$ cat config.mk
export PLATFORM = sky130hd
export DESIGN_NAME = keccak_byte_packer
export DESIGN_NICKNAME = d
export VERILOG_FILES = /design/src/rtl/keccak_byte_packer.sv
export SDC_FILE = /design/constraint.sdc
export NUM_CORES = 1
export LEC_CHECK = 0
export ABC_AREA = 1
export BUFFER_PORTS_ARGS = -buffer_cell sky130_fd_sc_hd__buf_4
export CELL_PAD_IN_SITES_DETAIL_PLACEMENT = 0
export CELL_PAD_IN_SITES_GLOBAL_PLACEMENT = 1
export CORE_AREA = 3 3 414 416
export CTS_CLUSTER_DIAMETER = 80
export DETAILED_ROUTE_END_ITERATION = 16
export DIE_AREA = 0 0 417 419
export PLACE_DENSITY_LB_ADDON = 0.1
export SKIP_CTS_REPAIR_TIMING = 1
export SLEW_MARGIN = 20
export SYNTH_ARGS = -nofsm -noshare
export SYNTH_HDL_FRONTEND = slang
export SYNTH_SLANG_ARGS = --single-unit
$ cat constraint.sdc
create_clock -name clk -period 1.6 [get_ports clk]
set_input_delay 0.32 -clock clk [delete_from_list [all_inputs] [get_ports clk]]
set_output_delay 0.32 -clock clk [all_outputs]
set_load 0.05 [all_outputs]
$ cat src/rtl/keccak_byte_packer.sv
// Byte-stream front end for the keccak core: packs bytes big-endian into
// 32-bit words, drives the core's word/last/byte_num handshake, captures the
// digest and pulses a core reset between messages.
module keccak_byte_packer #(
   parameter int unsigned OUT_W = 512
) (
   input  logic             clk,
   input  logic             reset,
   input  logic [7:0]       s_data,
   input  logic             s_valid,
   input  logic             s_last,
   output logic             s_ready,
   output logic [31:0]      core_in,
   output logic             core_in_ready,
   output logic             core_is_last,
   output logic [1:0]       core_byte_num,
   input  logic             core_buffer_full,
   input  logic [OUT_W-1:0] core_out,
   input  logic             core_out_ready,
   output logic             core_reset,
   output logic [OUT_W-1:0] digest,
   output logic             digest_valid,
   output logic             busy
);

   typedef enum logic [2:0] {
      StFill,
      StSend,
      StSendPad,
      StSendLast,
      StWaitOut,
      StCoreRst
   } state_t;

   state_t             r_state, w_state_nxt;
   logic [1:0]         r_cnt, w_cnt_nxt;
   // Only the first three bytes of a word need storing; the fourth goes
   // straight from s_data into core_in.
   logic [23:0]        r_acc, w_acc_nxt;
   logic [31:0]        r_core_in, w_core_in_nxt;
   logic               r_in_ready, w_in_ready_nxt;
   logic               r_is_last, w_is_last_nxt;
   logic [1:0]         r_byte_num, w_byte_num_nxt;
   logic [OUT_W-1:0]   r_digest, w_digest_nxt;
   logic               r_digest_valid, w_digest_valid_nxt;
   logic               r_busy, w_busy_nxt;
   logic               r_core_rst, w_core_rst_nxt;

   logic [31:0]        w_word;
   logic               w_xfer;

   assign w_xfer        = r_in_ready & ~core_buffer_full;
   assign s_ready       = (r_state == StFill) & ~reset;
   assign core_reset    = reset | r_core_rst;
   assign core_in       = r_core_in;
   assign core_in_ready = r_in_ready;
   assign core_is_last  = r_is_last;
   assign core_byte_num = r_byte_num;
   assign digest        = r_digest;
   assign digest_valid  = r_digest_valid;
   assign busy          = r_busy;

   // Merge the incoming byte into the partial word; unused low bytes are zero.
   always_comb begin
      w_word = 32'h0;
      unique case (r_cnt)
         2'd0: w_word = {s_data, 24'h0};
         2'd1: w_word = {r_acc[23:16], s_data, 16'h0};
         2'd2: w_word = {r_acc[23:8], s_data, 8'h0};
         2'd3: w_word = {r_acc, s_data};
         default: w_word = 32'h0;
      endcase
   end

   // Next-state and registered-output decode.
   always_comb begin
      w_state_nxt        = r_state;
      w_cnt_nxt          = r_cnt;
      w_acc_nxt          = r_acc;
      w_core_in_nxt      = r_core_in;
      w_in_ready_nxt     = r_in_ready;
      w_is_last_nxt      = r_is_last;
      w_byte_num_nxt     = r_byte_num;
      w_digest_nxt       = r_digest;
      w_digest_valid_nxt = r_digest_valid;
      w_core_rst_nxt     = 1'b0;

      unique case (r_state)
         StFill: begin
            if (s_valid) begin
               // digest_valid is already low after the first byte, so
               // clearing on every word start is equivalent.
               if (r_cnt == 2'd0) w_digest_valid_nxt = 1'b0;
               if (!s_last && r_cnt != 2'd3) begin
                  w_cnt_nxt = r_cnt + 2'd1;
                  w_acc_nxt = w_word[31:8];
               end else begin
                  w_cnt_nxt      = 2'd0;
                  w_core_in_nxt  = w_word;
                  w_in_ready_nxt = 1'b1;
                  if (!s_last) begin
                     w_is_last_nxt  = 1'b0;
                     w_byte_num_nxt = 2'd0;
                     w_state_nxt    = StSend;
                  end else if (r_cnt == 2'd3) begin
                     w_is_last_nxt  = 1'b0;
                     w_byte_num_nxt = 2'd0;
                     w_state_nxt    = StSendPad;
                  end else begin
                     w_is_last_nxt  = 1'b1;
                     w_byte_num_nxt = r_cnt + 2'd1;
                     w_state_nxt    = StSendLast;
                  end
               end
            end
         end
         StSend: begin
            if (w_xfer) begin
               w_in_ready_nxt = 1'b0;
               w_state_nxt    = StFill;
            end
         end
         StSendPad: begin
            // Full final word accepted; follow with an empty last word.
            if (w_xfer) begin
               w_core_in_nxt  = 32'h0;
               w_is_last_nxt  = 1'b1;
               w_byte_num_nxt = 2'd0;
               w_state_nxt    = StSendLast;
            end
         end
         StSendLast: begin
            if (w_xfer) begin
               w_in_ready_nxt = 1'b0;
               w_is_last_nxt  = 1'b0;
               w_byte_num_nxt = 2'd0;
               w_state_nxt    = StWaitOut;
            end
         end
         StWaitOut: begin
            if (core_out_ready) begin
               w_digest_nxt       = core_out;
               w_digest_valid_nxt = 1'b1;
               w_core_rst_nxt     = 1'b1;
               w_state_nxt        = StCoreRst;
            end
         end
         StCoreRst: begin
            w_state_nxt = StFill;
         end
         default: begin
            w_state_nxt = StFill;
         end
      endcase

      w_busy_nxt = !((w_state_nxt == StFill) && (w_cnt_nxt == 2'd0));
   end

   // State and output registers with synchronous reset.
   always_ff @(posedge clk) begin
      if (reset) begin
         r_state        <= StFill;
         r_cnt          <= 2'd0;
         r_acc          <= 24'h0;
         r_core_in      <= 32'h0;
         r_in_ready     <= 1'b0;
         r_is_last      <= 1'b0;
         r_byte_num     <= 2'd0;
         r_digest       <= '0;
         r_digest_valid <= 1'b0;
         r_busy         <= 1'b0;
         r_core_rst     <= 1'b0;
      end else begin
         r_state        <= w_state_nxt;
         r_cnt          <= w_cnt_nxt;
         r_acc          <= w_acc_nxt;
         r_core_in      <= w_core_in_nxt;
         r_in_ready     <= w_in_ready_nxt;
         r_is_last      <= w_is_last_nxt;
         r_byte_num     <= w_byte_num_nxt;
         r_digest       <= w_digest_nxt;
         r_digest_valid <= w_digest_valid_nxt;
         r_busy         <= w_busy_nxt;
         r_core_rst     <= w_core_rst_nxt;
      end
   end

endmodule

== Word-level counts from Yosys, hierarchy flattened ==
Index checks and enable logic that the tools add are counted.

* Bits in registers: 580
* Output and inout port bits: 552
* Logic and storage cells: 95

* Add/sub/neg operators: 1
* Equality and inequality tests: 16
* Muxes and demuxes: 38
* Bitwise operators: 6
* Reduce and logical (&&, ||, !) cells: 23

{| class="wikitable"
|+ Operators by type and width
! kind !! number
|-
| $pmux W32 S4 || 1
|-
| $mux W32 || 3
|-
| $pmux W32 S2 || 1
|-
| $mux W2 || 9
|-
| $mux W3 || 6
|-
| $reduce_and A4 Y1 || 4
|-
| $pmux W3 S5 || 1
|-
| $mux W1 || 13
|-
| $ne A2 B2 Y1 const B || 6
|-
| $reduce_bool A2 Y1 || 4
|-
| $eq A3 B2 Y1 const B || 2
|-
| $logic_not A3 Y1 || 2
|-
| $ne A2 B1 Y1 const B || 3
|-
| $reduce_or A2 Y1 || 3
|-
| $reduce_and A5 Y1 || 1
|-
| $eq A2 B2 Y1 const B || 2
|-
| $logic_not A2 Y1 || 2
|-
| $pmux W1 S2 || 2
|-
| $pmux W2 S2 || 1
|-
| $eq A3 B1 Y1 const B || 1
|-
| $eq A3 B3 Y1 const B || 1
|-
| $not A1 Y1 || 3
|-
| $pmux W1 S3 || 1
|-
| $reduce_and A3 Y1 || 1
|-
| 8 further kinds || 11
|}

== Logic depth before layout (Yosys ltp) ==
Gate-level depths: netlist (run 1).

* Depth in word-level cells: 9
* Depth in mapped cells: 10
* Mapped depth without buffers: 10

== Least setup slack after synthesis (run 1) ==
No wires, ideal clock.

* Kind: input to output
* Start point: in reset
* End point: out s_ready
* Data arrival time: 1339 ps
* Required time: 1280 ps
* Path slack: -59 ps
* Stages on the path: 3
* Buffers on the path: 2
* Cell sequence: buf_2 -> clkbuf_1 -> nor2_1

* Word-level cells in the longest chain between the ends: 2

{| class="wikitable"
|+ Ends and longest elaborated chain
! what !! RTL line !! text
|-
| start, declared || 8 || <nowiki>input logic reset,</nowiki>
|-
| $not A1 Y1 || 53 || <nowiki>assign s_ready = (r_state == StFill) & ~reset;</nowiki>
|-
| $and A1 B1 Y1 || 53 ||
|-
| end, declared || 12 || <nowiki>output logic s_ready,</nowiki>
|}

Every way passes these cells.

== Final worst setup path (run 1) ==
* Start point: reg r_state[0]
* End point: out s_ready

* Word-level cells in the longest chain between the ends: 2

{| class="wikitable"
|+ Ends and longest elaborated chain
! what !! RTL line !! text
|-
| start, declared || 35 || <nowiki>state_t r_state, w_state_nxt;</nowiki>
|-
| start signal, assigned || 162 || <nowiki>r_state <= StFill;</nowiki>
|-
| start signal, assigned || 174 || <nowiki>r_state <= w_state_nxt;</nowiki>
|-
| $logic_not A3 Y1 || 53 ||
|-
| $and A1 B1 Y1 || 53 ||
|}

Every way passes these cells.

==> results of run 1 <==
==> cell usage after synthesis, types with 2 or more instances <==
cell / n
buf_4: 14
nand3_2: 2
clkbuf_1: 78
buf_2: 92
o21ai_0: 169
nor2_4: 3
o21ai_1: 370
ha_1: 5
dfxtp_1: 580
nand2_1: 132
nand3_1: 22
buf_6: 8
inv_2: 4
a31oi_1: 11
nand2_2: 9
a21oi_1: 55
inv_1: 18
nand4_1: 4
nor2_1: 1069
nor2_2: 2
==> kinds of logic (layout without fill, tap and decap cells) <==
family                   after synthesis  in the layout
flip-flops                           580            580
other                                  0             14
buffers and inverters                217           2040
AO/OA/AOI/OAI                        608            608
adder cells (fa/ha/maj)                5              5
AND/OR/NAND/NOR                     1244           1244
==> sequential cells by signal (all words and copies together), names as in the netlist <==
register and count:
core_byte_num 2, r_state 3, r_cnt 2, r_core_rst 1, core_in_ready 1, core_in 32, r_acc 24, digest 512
core_is_last 1, busy 1, digest_valid 1
==> cells in the final DEF, fill, tap and decap left out, types with 3 or more instances in the layout <==
cell              n
buf_4          1186
nor2_1          971
dfxtp_1         552
dlygate4sd3_1   519
o21ai_1         371
o21ai_0         163
clkbuf_16       125
nand2_1          98
nor2_2           87
buf_12           58
a21oi_1          41
clkbuf_1         32
buf_6            27
nand2_2          22
nand2_4          21
nand3_1          18
buf_16           18
clkbuf_8         17
nor2_4           16
dfxtp_4          16
inv_1            15
diode_2          14
a21oi_2          14
buf_8            12
dfxtp_2          12
a31oi_1          11
bufinv_16         7
o21ai_2           5
clkinv_2          5
nand3_4           4
nand4_1           4
inv_2             3
clkinv_16         3
==> worst register-to-register path: cells and delay by family (launching register included) <==
family,cells,cell delay [ns]
buffers and inverters,7,0.99
DFF,1,0.31
and+or+nand+nor,4,0.37
==> metal layers <==
metal	vias up	track usage, %	routed length (um)
met5	-	0	39
met4	6	5.89	4880
met3	206	5.30	8980
met2	688	25.1	70600
met1	11200	15.3	57700
li1	12100	-	-
==> where the power goes <==
group,total (mW),leakage [nW],internal [mW],switching [mW]
combinational,22.5,13.8,8.21,14.2
clock,20.1,1.44,12.3,7.89
sequential,17.7,4.72,16.5,1.19
==> cell type report <==
class / instances / area share (%)
timing repair buffer: 1856 / 39.6
multi-input combinational: 1857 / 19.8
antenna: 14 / 0.0809
timing repair inverter: 1 / 0.0260
inverter: 23 / 0.301
clock buffer: 138 / 5.96
sequential: 580 / 27.0
clock inverter: 22 / 0.908
tap: 2204 / 6.37
==> through the flow <==
step	cells	hold WS, ns	TNS, ns	power, mW
2_1_floorplan	2654	0.440	0	28.5
3_3_place_gp	5914	0.453	-4.27	36.5
3_5_place_dp	5914	0.455	-8.13	36.4
4_1_cts	6074	-0.243	-28.53	57.3
5_1_grt	6690	0.00987	-108.36	63.2
6_report	6695	0.0394	-36.52	60.3
==> worst paths after layout <==
check                     start     endpoint  slack [ns]  cells past startpoint
setup / recovery     r_state[0]      s_ready       -0.41                      6
hold reg to reg        r_acc[7]     r_acc[7]        0.46                      2
hold / removal    core_out[403]  digest[403]        0.04                      4
setup reg to reg     r_state[1]  digest[440]       -0.18                     11
==> results_dict.tcl, run 1 <==
set metrics [dict create \
    rsz0062_at_grt "yes" \
    detail_route.wl_per_cell_um 21.2 \
    wirelength_um 142000 \
    clk_pin_slew_ns 0.06 \
    status "complete, but fails checks" \
    place_ws_ns -0.130 \
    yosysUniqueCellTypes 27 \
    synthMuxAreaShare_pct 0 \
    async_reset_ff_share_pct 0 \
    ys_seq_area_share_pct 56.5 \
    synth_adder_area_share_pct 0.304 \
    critPathRequiredTime_ns 1.28 \
    grt_max_degree 82 \
    ant_nets 0 \
    drive_gt1_share_pct 37.5 \
    post_dp_cell_area_um2 32300 \
    antenna_found_initial 20 \
    max_stage_delay_ns 0.32 \
    cts_made_buffers 89 \
    violations "setup timing" \
    setup_ws_ns -0.414 \
    syn_area_per_cell_um2 7.74 \
    port_buffers 1077 \
    rows 150 \
    yosys_warnings 0 \
    area_delta_synth_final_pct 111 \
    synthSimpleGateAreaFrac_pct 23.2 \
    nNetsFinal 4939 \
    grt_first_pass_wirelength_um 179000 \
    synth_edf_count 0 \
    fill_cells 18600 \
    fmax_ghz 0.497 \
    die_x_um 417 \
    root_buffer "clkbuf_16" \
    vias 24300 \
    p_leak_nw 20.0 \
    core_um2 168000 \
    hpwl_um 102000 \
    synth_area_leaders "dfxtp_1, nor2_1, o21ai_1, o21ai_0, nand2_1" \
    track_usage_pct 14.2 \
    cp_max_fo 3 \
    cp.arrival_ns 1.69 \
    cap_violations 0 \
    start_util_pct 12.3 \
    htreeDepth 3 \
    worstSetupPathType "flop to output port" \
    worstPathCellList "buf_6 > nor2_4 > nand2_4 > buf_6 > nor2_4 > buf_8" \
    min_period_ns 2.01 \
    stdcell_area_um2 43300 \
    path_delay_family "buffers and inverters" \
    synth_top_area_share_pct 56.5 \
    synth-xor-area-share_pct 0 \
    regArea_um2 11700 \
    worst-path-buf-inv 3 \
    tightest_slew_ns 0.619 \
    drtIter0Drc 824 \
    clkSinkCount 580 \
    clk_latency_ns 0.69 \
    final_util_pct 25.8 \
    period_share_pct 126 \
    die_y_um 419 \
    peakVddDrop_v 0.000651 \
    ios 1078 \
    hold_viol_final 0 \
    pwr_density_cell_nw_per_um2 1390 \
    grt_overflow 0 \
    syn_area_um2 20600 \
    die-area_um2 175000 \
    dr.pass1.iters 5 \
    multiInputGateArea_um2 8550 \
    clockBufferDepth 3 \
    place_congestion 0.798 \
    critPathSlowestCell "dfxtp_2" \
    synth_nets 3185 \
    synth_top_family_by_area "simple AND/OR/NAND/NOR gates" \
    cts_tree "built" \
    synth_ff_type "dfxtp_1" \
    drc 0 \
    setup_viol 457 \
    end_kind "output port" \
    hold_path.class "input port to flop" \
    viasPerCell 3.63 \
    synthCells 2654 \
    synth_compound_area_share_pct 14.9 \
    yosys.area.top_type "dfxtp_1" \
    synth_seq_cells 580 \
    cp-start-kind "flop" \
    slew_violations 0 \
    skew_ns 0.0232 \
    grt_pass1_vias 22800 \
    relSlewSlack_pct 58.8 \
]
(Power assumes the default switching activity.)
==> run 2, diff against run 1 <==
==> constraint.sdc (replaced) <==
create_clock -name clk -period 1.6 [get_ports clk]
set_input_delay 0.16 -clock clk [delete_from_list [all_inputs] [get_ports clk]]
set_output_delay 0.16 -clock clk [all_outputs]
set_load 0.05 [all_outputs]
==> run 2 against run 1 <==
Net effect: the flow still finishes with violations (setup timing); hold slack lost 0.00091 ns; power down 0.36%; utilization about the same; fmax increased by 9.1%; flip-flop and latch count stayed put; wire length fell by 0.30%; critical path depth stayed put; critical path type unchanged; largest power group unchanged.
==> results_dict.tcl, run 2 (synthesis results as in run 1) <==
set metrics [dict create \
    drive_gt1_share_pct 37.1 \
    intPower_mw 37.1 \
    peakVddDrop_v 0.000676 \
    rsz0062_at_grt "yes" \
    area_delta_synth_final_pct 110 \
    place_congestion 0.778 \
    grt_first_pass_wirelength_um 180000 \
    setup_viol 84 \
    rows 150 \
    cp.arrival_ns 1.69 \
    worstSetupPathType "flop to output port" \
    stdcell_count 6686 \
    placed_cells 5896 \
    grt_pass1_vias 22600 \
    cts_tree "built" \
    die-area_um2 175000 \
    critPathRequiredTime_ns 1.44 \
    clk_pin_slew_ns 0.06 \
    nNetsFinal 4932 \
    clkSinkCount 580 \
    clk_latency_ns 0.67 \
    pwr_density_cell_nw_per_um2 1390 \
    viasPerCell 3.62 \
    htreeDepth 3 \
    hold_path.class "input port to flop" \
    port_buffers 1077 \
    clockBufferDepth 3 \
    hpwl_um 102000 \
    core_um2 168000 \
    netSwitchingFraction_pct 38.4 \
    final_common_cell "buf_4" \
    ios 1078 \
    track_usage_pct 14.3 \
    drc 0 \
    power_switching_mw 23.1 \
    final_util_pct 25.8 \
    period_share_pct 115 \
    drtIter0Drc 875 \
    fmax_ghz 0.542 \
    min_period_ns 1.85 \
    wirelength_um 142000 \
    grt_overflow 0 \
    die_y_um 419 \
    p_total_mw 60.1 \
    comb_power_share_pct 37.0 \
    dr.pass1.iters 5 \
    max_stage_delay_ns 0.32 \
    cp_max_fo 3 \
    vias 24200 \
    ant_nets 0 \
    start_util_pct 12.3 \
    critPathSlowestCell "dfxtp_2" \
    stdcell_area_um2 43200 \
    slew_violations 0 \
    cts_made_buffers 88 \
    relSlewSlack_pct 61.2 \
    clkPwrFrac_pct 33.6 \
    die_x_um 417 \
    status "complete, but fails checks" \
    skew_ns 0.0281 \
    p_seq_share_pct 29.4 \
    setup_ws_ns -0.245 \
    worstPathCellList "buf_6 > nor2_4 > nand2_4 > buf_6 > nor2_4 > buf_8" \
    p_leak_nw 19.9 \
    cap_violations 0 \
    hold_viol_final 0 \
    largest_register_ff_count 512 \
    path_delay_family "buffers and inverters" \
    post_dp_cell_area_um2 32200 \
    detail_route.wl_per_cell_um 21.2 \
    cp-start-kind "flop" \
    grt_max_degree 48 \
    end_kind "output port" \
    final_cell_mix "buf_4, nor2_1, dfxtp_1" \
    fill_cells 18400 \
    violations "setup timing" \
    antenna_found_initial 17 \
    worst-path-buf-inv 3 \
    root_buffer "clkbuf_16" \
    tightest_slew_ns 0.582 \
]
[run 2: cell types whose count changed in the layout (fill, tap and decap cells not counted), sizes merged]
| cell | delta |
|---|---|
| buf | -23 |
| clkbuf | +14 |
| clkinv | -7 |
| clkinvlp | +2 |
| diode | -2 |
| dlygate4sd3 | +6 |
| inv | +1 |
[run 2: final timing paths]
path,cells after the start,slack [ns],end,start
worst min-delay path,5,0.04,digest[440],reset
worst max register to register,11,-0.09,digest[334],r_state[1]
worst max-delay path,6,-0.25,s_ready,r_state[0]
worst min register to register,2,0.46,core_in[22],core_in[22]
[run 2: cell type report]
class	instances	area, um2	share of cell area, %
repair buffers	1851	17200	39.7
flip-flops and latches	580	11600	26.9
multi-input cells	1857	8570	19.8
well taps	2204	2760	6.38
clock buffers	140	2630	6.08
clock inverters	19	340	0.787
inverters	23	111	0.258
diodes	12	30.0	0.0694
[run 2: power groups by stage]
stage	Combinational (mW)	Clock [mW]	Sequential (mW)
2_1_floorplan	4.20	0	24.3
3_3_place_gp	18.8	0	18.0
3_5_place_dp	18.7	0	17.9
4_1_cts	18.7	21.1	17.7
5_1_grt	23.6	21.5	17.9
6_report	22.2	20.2	17.7
[run 2: worst reg2reg max path: stages, from the launching register on]
cell and delay (ns):
dfxtp_1 0.31, inv_2 0.08, nand2_4 0.06, nor2_4 0.14
buf_12 0.14, inv_12 0.05, buf_16 0.16, buf_4 0.18
clkbuf_16 0.16, clkbuf_16 0.17, nor2_1 0.08, nor2_1 0.05
[run 2: layer usage]
layer	wire (um)	vias up	track usage [%]
li1	-	12100	-
met1	58300	11300	15.9
met5	13	-	0
met4	2780	2	3.14
met3	7920	147	4.83
met2	72800	633	26.0
[run 2: metrics by stage]
| step | setup slack, ns | setup TNS [ns] | hold WS, ns |
|---|---|---|---|
| 2_1_floorplan | 0.0697 | 0 | 0.295 |
| 3_3_place_gp | -0.0767 | -0.365 | 0.381 |
| 3_5_place_dp | -0.0412 | -1.04 | 0.387 |
| 4_1_cts | -0.496 | -3.36 | -0.387 |
| 5_1_grt | -0.374 | -26.46 | 0.0150 |
| 6_report | -0.245 | -2.56 | 0.0385 |
==> run 3, diff against run 2 <==
--- a/config.mk
+++ b/config.mk
@@ -7,13 +7,10 @@
 export LEC_CHECK = 0
 export ABC_AREA = 1
 export BUFFER_PORTS_ARGS = -buffer_cell sky130_fd_sc_hd__buf_4
-export CELL_PAD_IN_SITES_DETAIL_PLACEMENT = 0
-export CELL_PAD_IN_SITES_GLOBAL_PLACEMENT = 1
 export CORE_AREA = 3 3 414 416
 export CTS_CLUSTER_DIAMETER = 80
 export DETAILED_ROUTE_END_ITERATION = 16
 export DIE_AREA = 0 0 417 419
-export PLACE_DENSITY_LB_ADDON = 0.1
 export SKIP_CTS_REPAIR_TIMING = 1
 export SLEW_MARGIN = 20
 export SYNTH_ARGS = -nofsm -noshare
==> constraint.sdc (replaced) <==
create_clock -name clk -period 2.19 [get_ports clk]
set_input_delay 0.219 -clock clk [delete_from_list [all_inputs] [get_ports clk]]
set_output_delay 0.219 -clock clk [all_outputs]
set_load 0.05 [all_outputs]
==> run 3 against run 2 <==
Net effect: power fell by 34%; die area did not move; sequential share of layout area rose by 2.8 points; the run now ends clean; clock skew fell by 0.0023 ns; cell count fell by 2.9%; setup slack improved by 0.47 ns; flip-flop and latch count did not move; largest cell class unchanged; wire length fell by 13%; sequential power fell by 26%; critical path type unchanged; final area fell by 9.6%.
==> results_dict.tcl, run 3 (synthesis results as in run 1) <==
set metrics [dict create \
    detail_route.wl_per_cell_um 19.0 \
    worstPathCellList "inv_1 > nand2_2 > nor2_2 > buf_4" \
    grt_overflow 0 \
    final_common_cell "buf_4" \
    die-area_um2 175000 \
    r2r_slack_ns 0.24 \
    rsz0062_at_grt "no" \
    min_period_ns 1.97 \
    area_delta_synth_final_pct 90.3 \
    stdcell_area_um2 39100 \
    end_kind "output port" \
    die_y_um 419 \
    viasPerCell 3.78 \
    period_share_pct 89.8 \
    clk_pin_slew_ns 0.06 \
    stdcell_count 6492 \
    reg2reg_depth 8 \
    setup_viol 0 \
    netSwitchingFraction_pct 39.5 \
    peakVddDrop_v 0.000567 \
    power_switching_mw 15.6 \
    rows 150 \
    critical_path.startpoint "r_state[2]" \
    htreeDepth 3 \
    place_ws_ns 0.229 \
    slew_violations 0 \
    worstReg2RegEnd "digest[294]" \
    critPathSlowestCell "dfxtp_1" \
    final_util_pct 23.3 \
    cp-start-kind "flop" \
    grt_max_degree 152 \
    p_seq_share_pct 33.2 \
    clockBufferDepth 3 \
    dr.pass1.iters 5 \
    cts_tree "built" \
    start_util_pct 12.3 \
    place_congestion 0.972 \
    grt_first_pass_wirelength_um 159000 \
    hold_path_depth 6 \
    final_cell_mix "buf_4, nor2_1, dfxtp_1" \
    setup_ws_ns 0.223 \
    post_dp_cell_area_um2 31200 \
    setup_tns_ns 0 \
    path_depth 4 \
    placed_cells 5811 \
    clk_latency_ns 0.68 \
    nNetsFinal 4739 \
    skew_ns 0.0258 \
    largest_register_ff_count 512 \
    hold_path.class "input port to flop" \
    tightest_slew_ns 0.865 \
    max_stage_delay_ns 0.35 \
    worstSetupPathType "flop to output port" \
    clkPwrFrac_pct 32.8 \
    ant_nets 0 \
    drc 0 \
    cap_violations 0 \
    drive_gt1_share_pct 30.3 \
    worst-path-buf-inv 2 \
    track_usage_pct 12.6 \
    pwr_density_cell_nw_per_um2 1010 \
    hpwl_um 93200 \
    core_um2 168000 \
    relSlewSlack_pct 42.4 \
    endpoint "s_ready" \
    status "completed" \
    r2r-start "r_state[0]" \
    wirelength_um 123000 \
    ios 1078 \
    cts_made_buffers 75 \
    p_leak_nw 18.2 \
    clkSinkCount 580 \
    cp_max_fo 5 \
    antenna_found_initial 32 \
    die_x_um 417 \
    grt_pass1_vias 21000 \
    vias 24500 \
    comb_power_share_pct 34.0 \
    cp.arrival_ns 1.75 \
    port_buffers 1077 \
    hold_viol_final 0 \
    drtIter0Drc 1858 \
    critPathRequiredTime_ns 1.97 \
    fmax_ghz 0.508 \
    path_delay_family "buffers and inverters" \
    intPower_mw 23.8 \
    root_buffer "clkbuf_16" \
]
run 3: cell count changes in the layout (fill, tap and decap cells not counted), moves of 17 or more:
cell	previous run	this run
o21ai_0	147	169
clkbuf_1	30	13
buf_4	1176	1127
buf_16	20	0
nor2_2	81	2
buf_12	44	20
nor2_4	31	4
nand2_2	29	9
nor2_1	962	1068
a21oi_2	17	0
nand2_1	107	132
a21oi_1	38	55
clkbuf_16	137	78
buf_6	28	0
run 3: metal layers:
metal  wire length (um)  vias to the layer above  GRT usage [%]
met5                 69                        -              0
li1                   -                    11700              -
met3              12000                      240           4.86
met1              51100                    11500           16.1
met4               3890                       10           4.62
met2              56100                     1121           19.3
run 3: worst min-delay path by stage:
| stage | start | slack, ns | to |
|---|---|---|---|
| floorplan | core_out[194] | 0.35 | digest[194] |
| global placement | core_out[192] | 0.44 | digest[192] |
| detailed placement | core_out[441] | 0.45 | digest[441] |
| CTS | core_out[132] | -0.36 | digest[132] |
| global route | core_out[147] | 0.27 | digest[147] |
| finish | core_out_ready | 0.27 | digest[185] |
run 3: power groups by stage:
stage | Clock (mW) | Sequential (mW) | Combinational [mW]
final | 12.9 | 13.1 | 13.4
after detailed placement | 0 | 13.2 | 12.6
after global routing | 13.7 | 13.2 | 14.1
after floorplan | 0 | 17.7 | 3.07
after global placement | 0 | 13.2 | 12.5
after CTS | 13.4 | 13.0 | 12.6
run 3: stage by stage:
stage	hold slack (ns)	power (mW)
detailed placement	0.446	25.8
floorplan	0.354	20.8
global placement	0.441	25.7
global route	0.266	41.1
CTS	-0.356	39.0
finish	0.267	39.4
run 3: area by class of cell:
class                           count  area (um2)
Fill cell                       18100      128000
Timing Repair Buffer             1671       14100
Sequential cell                   580       11600
Multi-Input combinational cell   1857        7910
Tap cell                         2204        2760
Clock buffer                       99        2110
Clock inverter                     35         459
Inverter                           23         101
Antenna cell                       23        57.6
run 3: tightest hold or removal path, cell delays in order:
cell	delay, ns
buf_4	0.11
nand2_1	0.09
nor2_4	0.06
buf_12	0.18
o21ai_1	0.17
nor2_1	0.04
